**src/rtl/seq_det_pkg.sv**
```systemverilog
// Shared types for the multi-channel serial sequence detector.
package seq_det_pkg;

    typedef enum logic [1:0] {
        S_EMPTY,
        S_FILL,
        S_ARMED
    } det_state_t;

endpackage

```
**src/rtl/seq_detector_mc_if.sv**
```systemverilog
// Data, configuration and result bundle of seq_detector_mc.
interface seq_detector_mc_if #(
    parameter int NCH     = 4,
    parameter int PAT_LEN = 4,
    parameter int CNT_W   = 8
);
    logic                   en;
    logic [NCH-1:0]         din;
    logic                   overlap;
    logic                   cfg_we;
    logic [PAT_LEN-1:0]     cfg_pattern;
    logic                   cnt_clr;
    logic [NCH-1:0]         match;
    logic [NCH*CNT_W-1:0]   match_cnt;

    modport master (
        output en, din, overlap, cfg_we, cfg_pattern, cnt_clr,
        input  match, match_cnt
    );

    modport slave (
        input  en, din, overlap, cfg_we, cfg_pattern, cnt_clr,
        output match, match_cnt
    );
endinterface

```
**src/rtl/seq_det_chan.sv**
```systemverilog
// One detector channel: shift window, fill tracking FSM, match pulse and
// saturating match counter.
module seq_det_chan
    import seq_det_pkg::*;
#(
    parameter int PAT_LEN = 4,
    parameter int CNT_W   = 8
) (
    input  logic               clk,
    input  logic               rst,
    input  logic               accept,
    input  logic               flush,
    input  logic               din,
    input  logic               overlap,
    input  logic               cnt_clr,
    input  logic [PAT_LEN-1:0] pattern,
    output logic               match,
    output logic [CNT_W-1:0]   cnt
);
    localparam int              FW      = $clog2(PAT_LEN + 1);
    localparam logic [FW-1:0]   FULL    = FW'(PAT_LEN);
    localparam logic [CNT_W-1:0] CNT_MAX = '1;

    det_state_t         state;
    logic [PAT_LEN-1:0] window;
    logic [PAT_LEN-1:0] window_n;
    logic [FW-1:0]      fill;
    logic [FW-1:0]      fill_n;
    logic               full_n;
    logic               hit;

    // NOTE: every always_comb output is assigned unconditionally, so no latch.
    always_comb begin
        window_n = {window[PAT_LEN-2:0], din};
        full_n   = (state == S_ARMED) || (fill == FULL - FW'(1));
        fill_n   = full_n ? FULL : fill + FW'(1);
        hit      = accept && full_n && (window_n == pattern);
    end

    // NOTE: state is updated with <= so all flops see pre-edge values.
    always_ff @(posedge clk or posedge rst) begin
        if (rst) begin
            // NOTE: window is reset too so a post-reset compare never sees X.
            window <= '0;
            fill   <= '0;
            state  <= S_EMPTY;
            match  <= 1'b0;
            cnt    <= '0;
        end else begin
            if (flush) begin
                fill  <= '0;
                state <= S_EMPTY;
                match <= 1'b0;
            end else if (accept) begin
                window <= window_n;
                match  <= hit;
                // Non-overlap restarts the fill; stale window bits are ignored.
                if (hit && !overlap) begin
                    fill  <= '0;
                    state <= S_EMPTY;
                end else begin
                    fill  <= fill_n;
                    state <= full_n ? S_ARMED : S_FILL;
                end
            end else begin
                match <= 1'b0;
            end

            if (cnt_clr) begin
                cnt <= '0;
            end else if (hit && cnt != CNT_MAX) begin
                cnt <= cnt + CNT_W'(1);
            end
        end
    end

endmodule

```
**src/rtl/seq_detector_mc.sv**
```systemverilog
// NCH independent serial sequence detectors sharing one programmable pattern.
module seq_detector_mc
    import seq_det_pkg::*;
#(
    parameter int                 NCH     = 4,
    parameter int                 PAT_LEN = 4,
    parameter int                 CNT_W   = 8,
    parameter logic [PAT_LEN-1:0] PAT_RST = 4'b1011
) (
    input logic               clk,
    input logic               rst,
    seq_detector_mc_if.slave  bus
);
    logic [PAT_LEN-1:0]   pattern;
    logic                 accept;
    logic [NCH-1:0]       match;
    logic [NCH*CNT_W-1:0] cnt;

    // A pattern load flushes every channel and masks din on that edge.
    assign accept = bus.en && !bus.cfg_we;

    always_ff @(posedge clk or posedge rst) begin
        if (rst) begin
            pattern <= PAT_RST;
        end else if (bus.cfg_we) begin
            pattern <= bus.cfg_pattern;
        end
    end

    for (genvar k = 0; k < NCH; k++) begin : g_chan
        seq_det_chan #(
            .PAT_LEN (PAT_LEN),
            .CNT_W   (CNT_W)
        ) u_chan (
            .clk     (clk),
            .rst     (rst),
            .accept  (accept),
            .flush   (bus.cfg_we),
            .din     (bus.din[k]),
            .overlap (bus.overlap),
            .cnt_clr (bus.cnt_clr),
            .pattern (pattern),
            .match   (match[k]),
            .cnt     (cnt[k*CNT_W +: CNT_W])
        );
    end

    assign bus.match     = match;
    assign bus.match_cnt = cnt;

endmodule
```
**src/flat_wrapper.sv**
```systemverilog
// flat-port wrapper written by rule: the top's interface ports become plain ports
module seq_detector_mc_flat import seq_det_pkg::*;
#(
    parameter int                 NCH     = 4,
    parameter int                 PAT_LEN = 4,
    parameter int                 CNT_W   = 8,
    parameter logic [PAT_LEN-1:0] PAT_RST = 4'b1011
)
  (clk, rst, bus_en, bus_din, bus_overlap, bus_cfg_we, bus_cfg_pattern, bus_cnt_clr, bus_match, bus_match_cnt);
  seq_detector_mc_if #(.NCH(NCH), .PAT_LEN(PAT_LEN), .CNT_W(CNT_W)) bus_i ();
  input logic clk;
  input logic rst;
  input wire logic [$bits(bus_i.en)-1:0] bus_en;
  input wire logic [$bits(bus_i.din)-1:0] bus_din;
  input wire logic [$bits(bus_i.overlap)-1:0] bus_overlap;
  input wire logic [$bits(bus_i.cfg_we)-1:0] bus_cfg_we;
  input wire logic [$bits(bus_i.cfg_pattern)-1:0] bus_cfg_pattern;
  input wire logic [$bits(bus_i.cnt_clr)-1:0] bus_cnt_clr;
  output wire logic [$bits(bus_i.match)-1:0] bus_match;
  output wire logic [$bits(bus_i.match_cnt)-1:0] bus_match_cnt;
  assign bus_i.en = bus_en;
  assign bus_i.din = bus_din;
  assign bus_i.overlap = bus_overlap;
  assign bus_i.cfg_we = bus_cfg_we;
  assign bus_i.cfg_pattern = bus_cfg_pattern;
  assign bus_i.cnt_clr = bus_cnt_clr;
  assign bus_match = bus_i.match;
  assign bus_match_cnt = bus_i.match_cnt;
  seq_detector_mc #(.NCH(NCH), .PAT_LEN(PAT_LEN), .CNT_W(CNT_W), .PAT_RST(PAT_RST)) u_core (.clk(clk), .rst(rst), .bus(bus_i));
endmodule
```
**config.mk**
```make
export PLATFORM = sky130hd
export DESIGN_NAME = seq_detector_mc_flat
export DESIGN_NICKNAME = d
export VERILOG_FILES = /design/src/rtl/seq_det_pkg.sv /design/src/rtl/seq_detector_mc_if.sv /design/src/rtl/seq_det_chan.sv /design/src/rtl/seq_detector_mc.sv /design/src/flat_wrapper.sv
export SDC_FILE = /design/constraint.sdc
export NUM_CORES = 1
export LEC_CHECK = 0
export CORE_MARGIN = 1
export CORE_UTILIZATION = 30
export CTS_CLUSTER_DIAMETER = 120
export DETAILED_ROUTE_END_ITERATION = 8
export SYNTH_ARGS = -nofsm -noshare
export SYNTH_HDL_FRONTEND = slang
export SYNTH_SLANG_ARGS = --single-unit
```
**constraint.sdc**
```tcl
create_clock -name clk -period 4.7 [get_ports clk]
set_input_delay 1.41 -clock clk [delete_from_list [all_inputs] [get_ports clk]]
set_output_delay 1.41 -clock clk [all_outputs]
set_load 0.03 [all_outputs]
```
# --- Yosys cells after proc, flatten, opt, wreduce, memory -nomap -nowiden ---
# Cells that the tools add are included.
# W data, S select, Z words.
classes:
  bitwise_logic: 1
  n_eq_ne: 16
  mux: 48
  add_sub_neg: 8
  reduce_logical: 29
op_table:
  columns: ["operator", "n"]
  rows:
  - ["$mux W8", 8]
  - ["$mux W3", 16]
  - ["$add A8 B1 Y8 const B", 4]
  - ["$mux W2", 16]
  - ["$ne A8 B8 Y1 const B", 4]
  - ["$logic_and A1 B1 Y1", 17]
  - ["$eq A4 B4 Y1", 4]
  - ["$add A3 B1 Y3 const B", 4]
  - ["$eq A3 B2 Y1 const B", 4]
  - ["$reduce_bool A2 Y1", 5]
  - ["$eq A2 B2 Y1 const B", 4]
  - ["$mux W1", 8]
  - ["$logic_or A1 B1 Y1", 4]
  - ["$logic_not A1 Y1", 2]
  - ["$reduce_and A2 Y1", 1]
  - ["$not A1 Y1", 1]
word_totals:
  in_bits: 14
  ff_bits: 72

# --- Logic depth before layout (Yosys ltp) ---
# Gate-level depths: netlist of run 1.
logic_depth:
  depth_word: 8
  depth_mapped: 6
  ltp_nobuf: 6

# --- Hierarchy ---
# From an unflattened synthesis of run 1, not the netlist that was laid out.
hier_totals:
  hier_cells: 386
  area_unflattened_um2: 4005.1
modules_own_cells:
  columns: ["module", "area_per_inst_um2", "cells_per_inst", "n_inst"]
  rows:
  - ["seq_det_chan", 960.9, 94, 4]
  - ["seq_detector_mc", 161.4, 10, 1]

# --- Worst setup path after synthesis of run 1 ---
# Ideal clock, no wire load.
synth_timing:
  path_kind: "input to register"
  startpoint: "in bus_cfg_we"
  endpoint: "reg u_core.g_chan[0].u_chan.cnt[4]"
  path_buffers: 0
  cell_stages: 5
  arrival_time_ps: 2618
  slack_ps: 1954
  cell_sequence: "and2b_1 o21ai_1 nor3_4 and4_1 mux2_1"
synth_between:
  elab_chain_cells: 6
synth_lines:
  columns: ["element", "line_no", "rtl"]
  rows:
  - ["from (decl)", "flat_wrapper.sv:16", "input wire logic [$bits(bus_i.cfg_we)-1:0] bus_cfg_we;"]
  - ["$logic_not A1 Y1", "seq_detector_mc.sv:20", "assign accept = bus.en && !bus.cfg_we;"]
  - ["$logic_and A1 B1 Y1", "seq_detector_mc.sv:20", null]
  - ["$logic_and A1 B1 Y1 (2 in a row)", "seq_det_chan.sv:37", "hit = accept && full_n && (window_n == pattern);"]
  - ["$logic_and A1 B1 Y1", "seq_det_chan.sv:71", "end else if (hit && cnt != CNT_MAX) begin"]
  - ["$reduce_bool A2 Y1 (no line)", null, null]
  - ["to (signal assigned)", "seq_det_chan.sv:72", "cnt <= cnt + CNT_W'(1);"]
  - ["to (decl)", "seq_det_chan.sv:18", "output logic [CNT_W-1:0] cnt"]
# No other way between the ends.
# A chain may end at the register's enable or synchronous reset.

# --- Worst setup path in the final report of run 1 ---
layout_timing:
  startpoint: "in bus_en"
  endpoint: "reg u_core.g_chan[2].u_chan.cnt[5]"
layout_between:
  elab_chain_cells: 5
layout_lines:
  columns: ["element", "line_no", "rtl"]
  rows:
  - ["from (decl)", "flat_wrapper.sv:13", "input wire logic [$bits(bus_i.en)-1:0] bus_en;"]
  - ["$logic_and A1 B1 Y1", "seq_detector_mc.sv:20", null]
  - ["$logic_and A1 B1 Y1 (2 in a row)", "seq_det_chan.sv:37", null]
  - ["$logic_and A1 B1 Y1", "seq_det_chan.sv:71", null]
  - ["$reduce_bool A2 Y1 (no line)", null, null]
  - ["to (signal assigned)", "seq_det_chan.sv:72", null]
  - ["to (decl)", "seq_det_chan.sv:18", null]
# No other way between the ends.

==> results of run 1 <==
-- cells in the final DEF (no fill, tap or decap), types with 4 or more instances in the layout --
cell / instances
dfrtp_1: 69
nand2_1: 58
clkdlybuf4s50_1: 49
nor2_1: 46
xnor2_1: 34
nand3_1: 20
nor3_1: 13
a21oi_1: 13
ha_1: 12
nand2b_1: 11
nor4_1: 10
clkbuf_16: 9
nor2b_1: 8
inv_1: 8
o21ai_0: 6
mux2i_1: 6
nand3b_1: 5
nand4_1: 4
mux2_2: 4
buf_4: 4
-- metal layers --
| layer | wire, um | part of all wire (%) | GRT usage, % |
|---|---|---|---|
| met5 | 0 | 0 | 0 |
| met4 | 115 | 1.4 | 5.02 |
| met3 | 394 | 4.8 | 4.46 |
| met2 | 3890 | 47 | 22.5 |
| met1 | 3860 | 47 | 17.8 |
-- cell families (layout without fill, tap and decap cells) --
logic type / count (synthesis) / in the layout / share of synthesized area [%]
AND/OR/NAND/NOR: 186 / 186 / 24.7
AO/OA/AOI/OAI: 36 / 36 / 6.93
XOR/XNOR: 37 / 37 / 9.23
flip-flops: 72 / 72 / 48.1
buffers and inverters: 29 / 79 / 3.60
multiplexers: 12 / 12 / 3.50
adder cells (fa/ha/maj): 12 / 12 / 4.00
-- cells in the mapped netlist, types with 2 or more instances --
library cell / count / share of area (%)
nor2b_1: 8 / 1.3
mux2i_1: 6 / 1.6
buf_2: 3 / 0.40
mux2_2: 4 / 1.2
o211ai_1: 2 / 0.40
nor3_1: 13 / 1.7
o32ai_1: 2 / 0.47
nand2b_1: 11 / 1.8
dfstp_2: 3 / 2.1
nand3_1: 20 / 2.7
o21ai_0: 6 / 0.80
dfrtp_1: 69 / 46
ha_1: 12 / 4.0
xnor2_1: 34 / 7.9
a22o_1: 2 / 0.47
nor4b_2: 2 / 0.80
buf_4: 6 / 1.2
nand3b_1: 5 / 1.0
clkbuf_1: 11 / 1.1
xnor2_2: 3 / 1.3
o2111ai_2: 2 / 0.80
nor4_1: 10 / 1.7
inv_1: 9 / 0.90
nand4_1: 4 / 0.67
o21ai_1: 2 / 0.27
nor2_1: 46 / 4.6
a211oi_1: 3 / 0.60
nand2_1: 58 / 5.8
a21oi_1: 13 / 1.7
-- final timing paths --
check,slack (ns),end
worst max-delay path,1.40,u_core.g_chan[2].u_chan.cnt[5]$_DFFE_PP0P_
max in group asynchronous,2.73,u_core.pattern[0]$_DFFE_PP1P_
worst min register to register,0.49,u_core.g_chan[0].u_chan.state[1]$_DFFE_PP0P_
min in group asynchronous,1.31,u_core.g_chan[0].u_chan.cnt[6]$_DFFE_PP0P_
worst min-delay path,0.49,u_core.g_chan[0].u_chan.state[1]$_DFFE_PP0P_
worst max register to register,2.54,u_core.g_chan[0].u_chan.cnt[4]$_DFFE_PP0P_
-- final cells by class --
class | instances | area, sq um | area share (%)
Clock buffer | 12 | 236 | 5.05
Inverter | 9 | 33.8 | 0.721
Timing Repair Buffer | 54 | 541 | 11.5
Sequential cell | 72 | 1810 | 38.5
Clock inverter | 4 | 45.0 | 0.961
Tap cell | 168 | 210 | 4.48
Multi-Input combinational cell | 283 | 1820 | 38.7
-- power by group through the flow --
stage	Sequential [mW]	Clock (mW)	Combinational (mW)
floorplan	0.678	0	0.124
detailed placement	0.692	0	0.157
CTS	0.682	0.680	0.158
global placement	0.691	0	0.153
finish	0.681	0.662	0.155
global route	0.685	0.709	0.176
-- sequential cells by signal, summed over array words and instances, names as in the netlist --
name	cells
u_core.g_chan.u_chan.cnt	32
u_core.g_chan.u_chan.fill	12
u_core.g_chan.u_chan.match	4
u_core.g_chan.u_chan.state	8
u_core.g_chan.u_chan.window	12
u_core.pattern	4
-- stage by stage --
stage / std cells / util (%) / hold slack, ns / setup WS [ns]
2_1_floorplan: 384 / - / 0.442 / 1.47
3_3_place_gp: 586 / 36.4 / 0.463 / 1.07
3_5_place_dp: 586 / 36.4 / 0.471 / 1.02
4_1_cts: 602 / 38.7 / 0.489 / 1.39
5_1_grt: 602 / 38.7 / 0.520 / 1.25
6_report: 602 / 38.7 / 0.490 / 1.40
-- worst max-delay path: cells and delay by family --
family,cells,cell delay (ns)
and+or+nand+nor,4,0.83
buffers and inverters,3,0.94
muxes,1,0.31
==> qor.txt, run 1 <==
Worst setup EP type -> flop
Initial antenna violation count -> 0
Die area -> 0.0130 sq mm
Vias per cell -> 4.73
Root Driver -> clkbuf_16
Int Power -> 1.12 mW
Yosys cell types -> 44
Logic pwr share -> 10.3%
MaxCap Viol Count -> 0
Sequential share of the synthesized area -> 48.1%
Worst R2R Start -> u_core.pattern[1]$_DFFE_PP1P_
Static Leak -> 1.89 nW
Hold buffer count at CTS -> 0
Post-Route WL -> 8260 um
Initial Util -> 31.0%
IO Pins -> 50
Postcts setup bufs -> 0
Vias in the first global route -> 2937
Asr flop ratio synth -> 100%
Maximum vdd drop -> 135 uV
Critical Path Max Stage Delay -> 0.46 ns
R2r worst-path depth -> 5
HPWL Detailed -> 5790 um
Nets -> 455
Critical Path Start Type -> input pin
Synth Flop Type -> dfrtp_1
Syn avg cell area -> 9.78 sq um
Synth warn -> 0
Most used cell, CP -> buf_4
Slew HR -> 48.3%
CP required -> 4.92 ns
Clock sinks -> 72
Buffers on Ports -> 49
Mapped Area -> 0.00376 sq mm
Diode count -> 0
First-pass detailed-route iteration total -> 4
Max Fclk -> 303 MHz
Worst-path clk slew -> 0.06 ns
Crit Path Max Fanout -> 25
Core footprint -> 0.0121 sq mm
Worst-Skew Late Latency -> 0.34 ns
Slew @ Worst Pin -> 0.773 ns
CTS max path bufs -> 2
Max-slew violation count -> 0
Pwr Density -> 320 mW/mm^2
Switching pwr -> 374 uW
Switching share of power -> 25.0%
Post-CTS sizing -> 0
Critical Path Source -> bus_en
Pin count of the biggest net entering global routing -> 65
WS Path Type -> input pin to flop
Area delta synth->final -> 24.8%
Fin Setup TNS -> 0 ns
CP Cell Sequence -> clkdlybuf4s50_1, buf_4, and2b_1, buf_4, nand2_2, nor4_4, nand3_1, mux2_4
Worst path slowest cell -> clkdlybuf4s50_1
Vias post-DR -> 2849
Total GRT Usage -> 14.0%
Class of the worst hold path -> flop to flop
Clock share of power -> 44.2%
Dpl cell area -> 0.00441 sq mm
Die height -> 114 um
FF+latch count, synth -> 72
Design Area, Final -> 0.00469 sq mm
Final Hold Viols -> 0
Drt drc -> 0
Row count -> 40
Antenna-violating nets left -> 0
Worst Hold Path Cells -> 2
CTS H-tree lvls -> 3
DRC marker count from the first detailed-route iteration -> 150
Sequential power share -> 45.5%
Num CTS Buffers -> 9
Fin crit period -> 3.30 ns
Final setup vio count -> 0
RePlAce Congestion -> 0.811
FILL cells -> 1248
First-pass GRT wire length -> 14300 um
Syn nets -> 410
Width of the die -> 114 um
Status -> completed
Synthesized instance count -> 384
Share of cells above drive strength 1 -> 9.91%
Skew final -> 0.00922 ns
WL per Instance -> 13.7 um
Arr. time, crit path -> 3.52 ns
Hold Path Origin -> u_core.g_chan[0].u_chan.state[1]$_DFFE_PP0P_
Gr ovfl total -> 0
RSZ-0062 raised after global routing -> no
Final worst path period share -> 70.2%
Final Power -> 1.50 mW
EDFF count, synth -> 0
TritonCTS clock tree -> yes
Power figures use the tool's default switching activity.
==> run 2, diff against run 1 <==
clock period = 3.2 ns   (was 4.7 ns; I/O delays follow)
==> qor.txt, run 2 (synthesized netlist as in run 1, its figures left out) <==
Vias post-DR -> 2867
WS Path Type -> input pin to flop
WL per Instance -> 13.7 um
Design Area, Final -> 0.00476 sq mm
Num CTS Buffers -> 9
Fin crit period -> 2.66 ns
Diode count -> 0
Initial Util -> 31.0%
Arr. time, crit path -> 2.87 ns
Slew HR -> 60.1%
CTS max path bufs -> 2
Non-filler cells, final -> 606
Buffers on Ports -> 49
Clock share of power -> 46.8%
Total GRT Usage -> 13.9%
HPWL Detailed -> 6010 um
Fin Setup TNS -> 0 ns
Row count -> 40
Switching share of power -> 23.4%
Slew @ Worst Pin -> 0.595 ns
Switching pwr -> 542 uW
Fin Hold WS -> 0.478 ns
Share of cells above drive strength 1 -> 11.2%
Dpl cell area -> 0.00444 sq mm
RSZ-0062 raised after global routing -> no
Antenna-violating nets left -> 0
Status -> completed
Final worst path period share -> 83.1%
Post-Route WL -> 8320 um
Die area -> 0.0130 sq mm
Initial antenna violation count -> 0
Met3 routed WL -> 372 um
Nets -> 460
MaxCap Viol Count -> 0
Worst-Skew Late Latency -> 0.33 ns
M1 WL -> 3850 um
Max-slew violation count -> 0
Die height -> 114 um
Placed insts -> 591
Area delta synth->final -> 26.8%
TritonCTS clock tree -> yes
Worst setup EP type -> flop
Clock sinks -> 72
Most flops, register -> u_core.g_chan.u_chan.cnt
DR top layer -> met4
Worst-path clk slew -> 0.06 ns
Logic pwr share -> 10.1%
Pwr Density -> 486 mW/mm^2
DRC marker count from the first detailed-route iteration -> 198
Gr ovfl total -> 0
Static Leak -> 1.93 nW
CP required -> 3.41 ns
Drt drc -> 0
Most common cell after layout, fill and taps aside -> dfrtp_1
Commonest non-fill, non-tap cells in the layout -> dfrtp_1, nand2_1, clkdlybuf4s50_1, nor2_1, xnor2_1
Vias per cell -> 4.73
Critical Path Start Type -> input pin
Class of the worst hold path -> flop to flop
Sequential power share -> 43.1%
Met2 routed WL -> 3970 um
First-pass detailed-route iteration total -> 4
Max Fclk -> 376 MHz
Vias in the first global route -> 2816
RePlAce Congestion -> 0.816
Final setup vio count -> 0
Hold buffer count at CTS -> 0
Core footprint -> 0.0121 sq mm
Max FFs per register -> 32
Final Hold Viols -> 0
Postcts setup bufs -> 0
CTS H-tree lvls -> 3
Pin count of the biggest net entering global routing -> 38
Crit Path Max Fanout -> 9
Root Driver -> clkbuf_16
Post-CTS sizing -> 0
IO Pins -> 50
Biggest regs -> u_core.g_chan.u_chan.cnt (32), u_core.g_chan.u_chan.fill (12), u_core.g_chan.u_chan.window (12)
First-pass GRT wire length -> 14100 um
Int Power -> 1.77 mW
Skew final -> 0.00562 ns
Maximum vdd drop -> 292 uV
Width of the die -> 114 um
## run 2: changes by cell type in the layout (fill, tap and decap cells not counted), sizes merged
| cell | change |
|---|---|
| clkinv | -2 |
| buf | +5 |
| bufinv | +1 |
## run 2: area by class of cell
cell class / count / area (sq um)
clock inverters: 3 / 65.1
fillers: 1210 / 7350
inverters: 9 / 33.8
repair buffers: 59 / 578
multi-input cells: 283 / 1820
clock buffers: 12 / 256
flip-flops and latches: 72 / 1810
well taps: 168 / 210
## run 2: final timing paths
| path | start | end | slack, ns | cells after the start |
|---|---|---|---|---|
| max in group asynchronous | rst | u_core.pattern[0]$_DFFE_PP1P_ | 1.60 | 3 |
| min | u_core.g_chan[2].u_chan.fill[2]$_DFFE_PP0P_ | u_core.g_chan[2].u_chan.fill[2]$_DFFE_PP0P_ | 0.48 | 2 |
| max reg2reg | u_core.g_chan[0].u_chan.fill[0]$_DFFE_PP0P_ | u_core.g_chan[0].u_chan.cnt[4]$_DFFE_PP0P_ | 1.20 | 6 |
| min in group asynchronous | rst | u_core.g_chan[3].u_chan.match$_DFF_PP0_ | 0.97 | 2 |
| min reg2reg | u_core.g_chan[2].u_chan.fill[2]$_DFFE_PP0P_ | u_core.g_chan[2].u_chan.fill[2]$_DFFE_PP0P_ | 0.48 | 2 |
| max | bus_cfg_we | u_core.g_chan[0].u_chan.cnt[4]$_DFFE_PP0P_ | 0.54 | 6 |
## run 2: power by group through the flow
stage	registers [mW]	clock network, mW	logic, mW
global placement	1.01	0	0.230
finish	1.00	1.08	0.234
global route	1.01	1.15	0.260
CTS	1.00	1.12	0.238
floorplan	0.996	0	0.182
detailed placement	1.02	0	0.237
## run 2: stage by stage
step / setup slack [ns] / power (mW) / util (%)
after floorplan: 0.420 / 1.18 / -
after CTS: 0.511 / 2.35 / 39.3
final: 0.541 / 2.32 / 39.3
after global routing: 0.371 / 2.41 / 39.3
after detailed placement: 0.171 / 1.25 / 36.7
after global placement: 0.192 / 1.24 / 36.7
## run 2: critical path, stage by stage
cell             delay, ns
clkdlybuf4s50_1       0.41
and2b_1               0.42
o21ai_1               0.29
nor3_4                0.25
and4_1                0.22
mux2_1                0.32
## run 2: layer usage
| layer | track usage, % | up-vias |
|---|---|---|
| li1 | - | 1392 |
| met1 | 17.8 | 1393 |
| met2 | 22.8 | 69 |
| met3 | 3.40 | 13 |
| met4 | 4.85 | 0 |
| met5 | 0 | - |
==> variant 1 (settings of run 1) <==
`CNT_W` is set to 8 in 4 places; all go to 10.
--- a/src/rtl/seq_detector_mc_if.sv
+++ b/src/rtl/seq_detector_mc_if.sv
@@ -2,7 +2,7 @@
 interface seq_detector_mc_if #(
     parameter int NCH     = 4,
     parameter int PAT_LEN = 4,
-    parameter int CNT_W   = 8
+    parameter int CNT_W   = 10
 );
     logic                   en;
     logic [NCH-1:0]         din;
--- a/src/rtl/seq_det_chan.sv
+++ b/src/rtl/seq_det_chan.sv
@@ -4,7 +4,7 @@
     import seq_det_pkg::*;
 #(
     parameter int PAT_LEN = 4,
-    parameter int CNT_W   = 8
+    parameter int CNT_W   = 10
 ) (
     input  logic               clk,
     input  logic               rst,
--- a/src/rtl/seq_detector_mc.sv
+++ b/src/rtl/seq_detector_mc.sv
@@ -4,7 +4,7 @@
 #(
     parameter int                 NCH     = 4,
     parameter int                 PAT_LEN = 4,
-    parameter int                 CNT_W   = 8,
+    parameter int                 CNT_W   = 10,
     parameter logic [PAT_LEN-1:0] PAT_RST = 4'b1011
 ) (
     input logic               clk,
--- a/src/flat_wrapper.sv
+++ b/src/flat_wrapper.sv
@@ -3,7 +3,7 @@
 #(
     parameter int                 NCH     = 4,
     parameter int                 PAT_LEN = 4,
-    parameter int                 CNT_W   = 8,
+    parameter int                 CNT_W   = 10,
     parameter logic [PAT_LEN-1:0] PAT_RST = 4'b1011
 )
   (clk, rst, bus_en, bus_din, bus_overlap, bus_cfg_we, bus_cfg_pattern, bus_cnt_clr, bus_match, bus_match_cnt);
Ports: changed (resized bus_match_cnt); port bits go from 50 to 58. The function was not compared with the original's and may differ.
==> variant 1 against run 1 <==
Area after synthesis grew 10%; power grew 6.6%; wire length grew 11%; final area grew 10%; sequential cell count grew 8; via count grew 13%; sequential power grew 9.8%; global-route usage shrank 0.37 points; worst setup slack lost 0.11 ns; sequential share of layout area grew 0.37 points.
==> variant 1: results (changes against run 1) <==
TritonRoute pass-1 iters 4 (unchanged); total CTS buffers 9 (unchanged); WP data arrival 3.66 ns (+0.14 ns); top layer reached by signal wires met4; Detailed Place HPWL 6.58 mm (+14%); Worst Path Max Fanout 14 (-44%); skew final 0.00625 ns (-0.00298 ns); largest net degree at the start of global routing 54 (-17%); routed wl met2 4.37 mm (+12%); vias in the first global route 3169 (+7.9%); routed len/inst 13.8 µm (+0.63%); grt met2 use 0.219 (-0.00591); Fill cells 1328 (+6.4%); grt met1 use 0.178 (about the same); Seq/Total Area, Yosys 0.484 (+0.00332); Compound-Gate Fraction of Synth Area 0.0824 (+0.0131); routability cong. 0.790 (-2.6%); share of cells above drive strength 1 0.0978 (-0.00132); cell area after placement 4850 µm² (+10%); Leak 2.18 nW (+16%); Final #Nets 513 (+13%); Peak VDD IR 0.173 mV (+28%); routed wl met3 443 µm (+12%); syn_nets 460 (+12%); met3 usage 0.0385 (-0.00614); largest cells by area after synthesis dfrtp_1, nand2_1, xnor2_1; worst-margin pin slew 0.895 ns (+0.123 ns); Yosys cell types 42 (-4.5%); mux cell area share after synthesis 0.0498 (+0.0148); Synth top cells by count dfrtp_1, nand2_1, nor2_1; largest registers u_core.g_chan.u_chan.cnt: 40 flops, u_core.g_chan.u_chan.fill: 12 flops, u_core.g_chan.u_chan.window: 12 flops; initial DRC count 141 (-6.0%); H-tree Lvls 3 (unchanged); gr usage total 0.137 (-0.00374); I/O Buffers 57 (+16%); status complete, no violations; # setup viols final 0 (unchanged); via/cell ratio 4.85 (+2.4%); count of hold-fix buffers inserted at cts 0 (unchanged); xor/xnor share of the synthesized area 0.0592 (-0.0331); Top FF cell, synth dfrtp_1; Met1 Routed Length 4.25 mm (+10%); Internal Pwr Total 1.24 mW (+10%); synthesized-area fraction occupied by adder cells 0.0362 (-0.00374); first-pass GRT wire length 15.6 mm (+9.4%)
variant 1: cell types whose count changed after synthesis, moves of 4 or more:
cell	change
mux2_2	+8
dfrtp_1	+8
clkbuf_1	-4
nand4_1	+6
nand2b_1	-5
a21oi_1	+15
or4_1	+4
nand3b_1	-5
and3_1	+5
buf_1	+4
a31o_2	+5
xnor2_1	-7
nand2_1	+6
variant 1: cells by family after synthesis:
| family | count (synthesis) |
|---|---|
| flip-flops | 80 |
| XOR/XNOR | 28 |
| buffers and inverters | 36 |
| AO/OA/AOI/OAI | 54 |
| AND/OR/NAND/NOR | 205 |
| multiplexers | 19 |
| adder cells (fa/ha/maj) | 12 |
variant 1: critical path, cell delays in order:
cell and delay, ns:
clkdlybuf4s50_1 0.46, buf_4 0.19, and2b_1 0.31, o21ai_2 0.15, or3_4 0.45, or4_1 0.52
a21oi_1 0.15
variant 1: worst paths after layout:
path                                                                    from                                            to  slack, ns
worst max-delay path                                                  bus_en    u_core.g_chan[3].u_chan.cnt[9]$_DFFE_PP0P_       1.30
worst min-delay path            u_core.g_chan[1].u_chan.state[1]$_DFFE_PP0P_  u_core.g_chan[1].u_chan.state[1]$_DFFE_PP0P_       0.49
worst max register to register                 u_core.pattern[1]$_DFFE_PP1P_    u_core.g_chan[3].u_chan.cnt[9]$_DFFE_PP0P_       2.45
worst min register to register  u_core.g_chan[1].u_chan.state[1]$_DFFE_PP0P_  u_core.g_chan[1].u_chan.state[1]$_DFFE_PP0P_       0.49
max in group asynchronous                                                rst                 u_core.pattern[0]$_DFFE_PP1P_       2.52
min in group asynchronous                                                rst    u_core.g_chan[3].u_chan.cnt[7]$_DFFE_PP0P_       1.39
variant 1: area by class of cell:
class | instances | area, µm² | share of cell area
Clock buffer | 11 | 233 | 0.0451
Clock inverter | 4 | 70.1 | 0.0136
Inverter | 12 | 45.0 | 0.00873
Multi-Input combinational cell | 318 | 1950 | 0.378
Sequential cell | 80 | 2010 | 0.389
Tap cell | 176 | 220 | 0.0427
Timing Repair Buffer | 66 | 633 | 0.123
variant 1: metrics by stage:
| stage | setup WS (ns) | instances | power [mW] |
|---|---|---|---|
| floorplan | 1.24 | 434 | 0.853 |
| global placement | 0.987 | 652 | 0.885 |
| detailed placement | 0.977 | 652 | 0.890 |
| CTS | 1.31 | 667 | 1.62 |
| global route | 1.17 | 667 | 1.67 |
| finish | 1.30 | 667 | 1.60 |
variant 1: power by group through the flow:
stage	Sequential [mW]	Combinational (mW)	Clock, mW
final	0.748	0.127	0.722
after global routing	0.751	0.147	0.769
after CTS	0.748	0.130	0.743
after detailed placement	0.760	0.129	0
after global placement	0.759	0.126	0
after floorplan	0.748	0.105	0
==> variant 2 (config.mk and constraints of run 1) <==
Without the edit above. The 3 states of `det_state_t` get a one-hot encoding in 3 bits.
--- a/src/rtl/seq_det_pkg.sv
+++ b/src/rtl/seq_det_pkg.sv
@@ -1,10 +1,10 @@
 // Shared types for the multi-channel serial sequence detector.
 package seq_det_pkg;
 
-    typedef enum logic [1:0] {
-        S_EMPTY,
-        S_FILL,
-        S_ARMED
+    typedef enum logic [2:0] {
+        S_EMPTY = 3'b001,
+        S_FILL  = 3'b010,
+        S_ARMED = 3'b100
     } det_state_t;
 
 endpackage
Function: no difference found for any inputs over 4 cycles, from zero or initial values and one cycle with rst high; so few cycles prove little.
==> variant 2 against run 1 <==
Worst setup slack worse by 0.063 ns; combinational power down 9%; area after synthesis up 5.1%; sequential cell count up 4; wire length down 3.2%; final area up 3.3%; power up 3.0%; critical path type unchanged; largest cell class is now registers; highest routed layer unchanged.
==> variant 2: results (changes against run 1) <==
total CTS buffers 9 (unchanged); Detailed Place HPWL 5.62 mm (-3.0%); initial DRC count 134 (-11%); syn_nets 427 (+4.1%); Reg2Reg Setup Slack 2.56 ns (+0.02 ns); WP data arrival 3.62 ns (+0.10 ns); Synth Warn # 0 (unchanged); Async SR Flop Fraction 1.00 (unchanged); Leak 2.00 nW (+6.1%); routed len/inst 12.9 µm (-6.0%); Diodes inserted 0 (unchanged); Pwr Density 319 nW/µm² (-0.28%); I/O Buffers 49 (unchanged); first-pass GRT wire length 13.4 mm (-6.4%); Compound-Gate Fraction of Synth Area 0.0789 (+0.00966); PostCTS Resize Cnt 0 (unchanged); Worst Path Max Fanout 17 (-32%); synthesized-area fraction occupied by adder cells 0.0380 (-0.00193); xor/xnor share of the synthesized area 0.0770 (-0.0152); hold_ws 0.483 ns (-0.00656 ns); cell area after placement 4550 µm² (+3.3%); skew final 0.0103 ns (+0.00110 ns); Synth top cells by count dfrtp_1, nand2_1, nor2_1; Yosys cell types 54 (+23%); largest cells by area after synthesis dfrtp_1, nand2_1, xnor2_1; gr usage total 0.127 (-0.0131); Seq/Total Area, Yosys 0.484 (+0.00347); routability cong. 0.775 (-4.4%); Hold EP u_core.g_chan[0].u_chan.fill[2]$_DFFE_PP0P_; vias in the first global route 2800 (-4.7%); Fill cells 1276 (+2.2%); postcts setup bufs 0 (unchanged); share of cells above drive strength 1 0.109 (+0.0103); start point of the worst hold path u_core.g_chan[0].u_chan.fill[2]$_DFFE_PP0P_; status complete, no violations; reg2reg end u_core.g_chan[1].u_chan.cnt[5]$_DFFE_PP0P_; Worst slew margin 0.534 (+0.0505); mux cell area share after synthesis 0.0355 (+0.000534); max reg flops 32 (unchanged); Critical R2R Launch u_core.pattern[0]$_DFFE_PP1P_; Peak VDD IR 0.164 mV (+21%); Final #Nets 470 (+3.3%); via/cell ratio 4.79 (+1.3%); largest net degree at the start of global routing 33 (-49%)
-- variant 2: changes by cell type in the layout (fill, tap and decap cells not counted), moves of 4 or more --
cell and delta:
o21ai_0 +4, dfstp_2 +4, or3_1 +4, nand3b_1 -4, nor2b_1 -4, nand4_1 +4, a21oi_1 +12, xnor2_1 -8
nand2b_1 -9, nor4_1 -4, or4_1 +6, nand3_1 -4
-- variant 2: area by class of cell --
type | count | area [µm²] | area share
clock buffer | 10 | 239 | 0.0494
clock inverter | 5 | 52.6 | 0.0109
sequential | 76 | 1910 | 0.395
timing repair buffer | 54 | 528 | 0.109
inverter | 11 | 41.3 | 0.00853
multi-input combinational | 292 | 1860 | 0.383
tap | 172 | 215 | 0.0444
-- variant 2: worst max-delay path, stage by stage --
cell and delay [ns]:
clkdlybuf4s50_1 0.49, nor2b_4 0.46, o21ai_1 0.28, or2_4 0.33, or4_1 0.50, a21oi_1 0.15
-- variant 2: cell families after synthesis --
| group | count (synthesis) |
|---|---|
| flip-flops | 76 |
| AO/OA/AOI/OAI | 51 |
| multiplexers | 13 |
| adder cells (fa/ha/maj) | 12 |
| XOR/XNOR | 30 |
| buffers and inverters | 33 |
| AND/OR/NAND/NOR | 186 |
-- variant 2: how the worst max path moves through the flow --
stage,startpoint,end,slack [ns],cells after the start
2_1_floorplan,rst,u_core.g_chan[0].u_chan.cnt[0]$_DFFE_PP0P_,1.36,1
5_1_grt,bus_en,u_core.g_chan[0].u_chan.cnt[7]$_DFFE_PP0P_,1.21,6
3_5_place_dp,bus_en,u_core.g_chan[0].u_chan.cnt[7]$_DFFE_PP0P_,1.01,6
6_report,bus_en,u_core.g_chan[0].u_chan.cnt[7]$_DFFE_PP0P_,1.34,6
3_3_place_gp,bus_en,u_core.g_chan[0].u_chan.cnt[7]$_DFFE_PP0P_,1.06,6
4_1_cts,bus_en,u_core.g_chan[0].u_chan.cnt[7]$_DFFE_PP0P_,1.34,6
-- variant 2: per-layer routing --
layer / GRT usage / share of wire / vias up
li1: - / - / 1472
met1: 0.167 / 0.48 / 1438
met2: 0.203 / 0.47 / 53
met3: 0.0301 / 0.040 / 9
met4: 0.0489 / 0.013 / 0
met5: 0 / 0 / -
-- variant 2: report_power, final --
group	internal (mW)	switching (mW)
clock network	0.420	0.262
registers	0.689	0.0321
logic	0.0640	0.0766
total	1.17	0.371
-- variant 2: per-stage QoR --
| stage | setup slack, ns | instances |
|---|---|---|
| after floorplan | 1.36 | 401 |
| after global placement | 1.06 | 605 |
| after detailed placement | 1.01 | 605 |
| after CTS | 1.34 | 620 |
| after global routing | 1.21 | 620 |
| final | 1.34 | 620 |
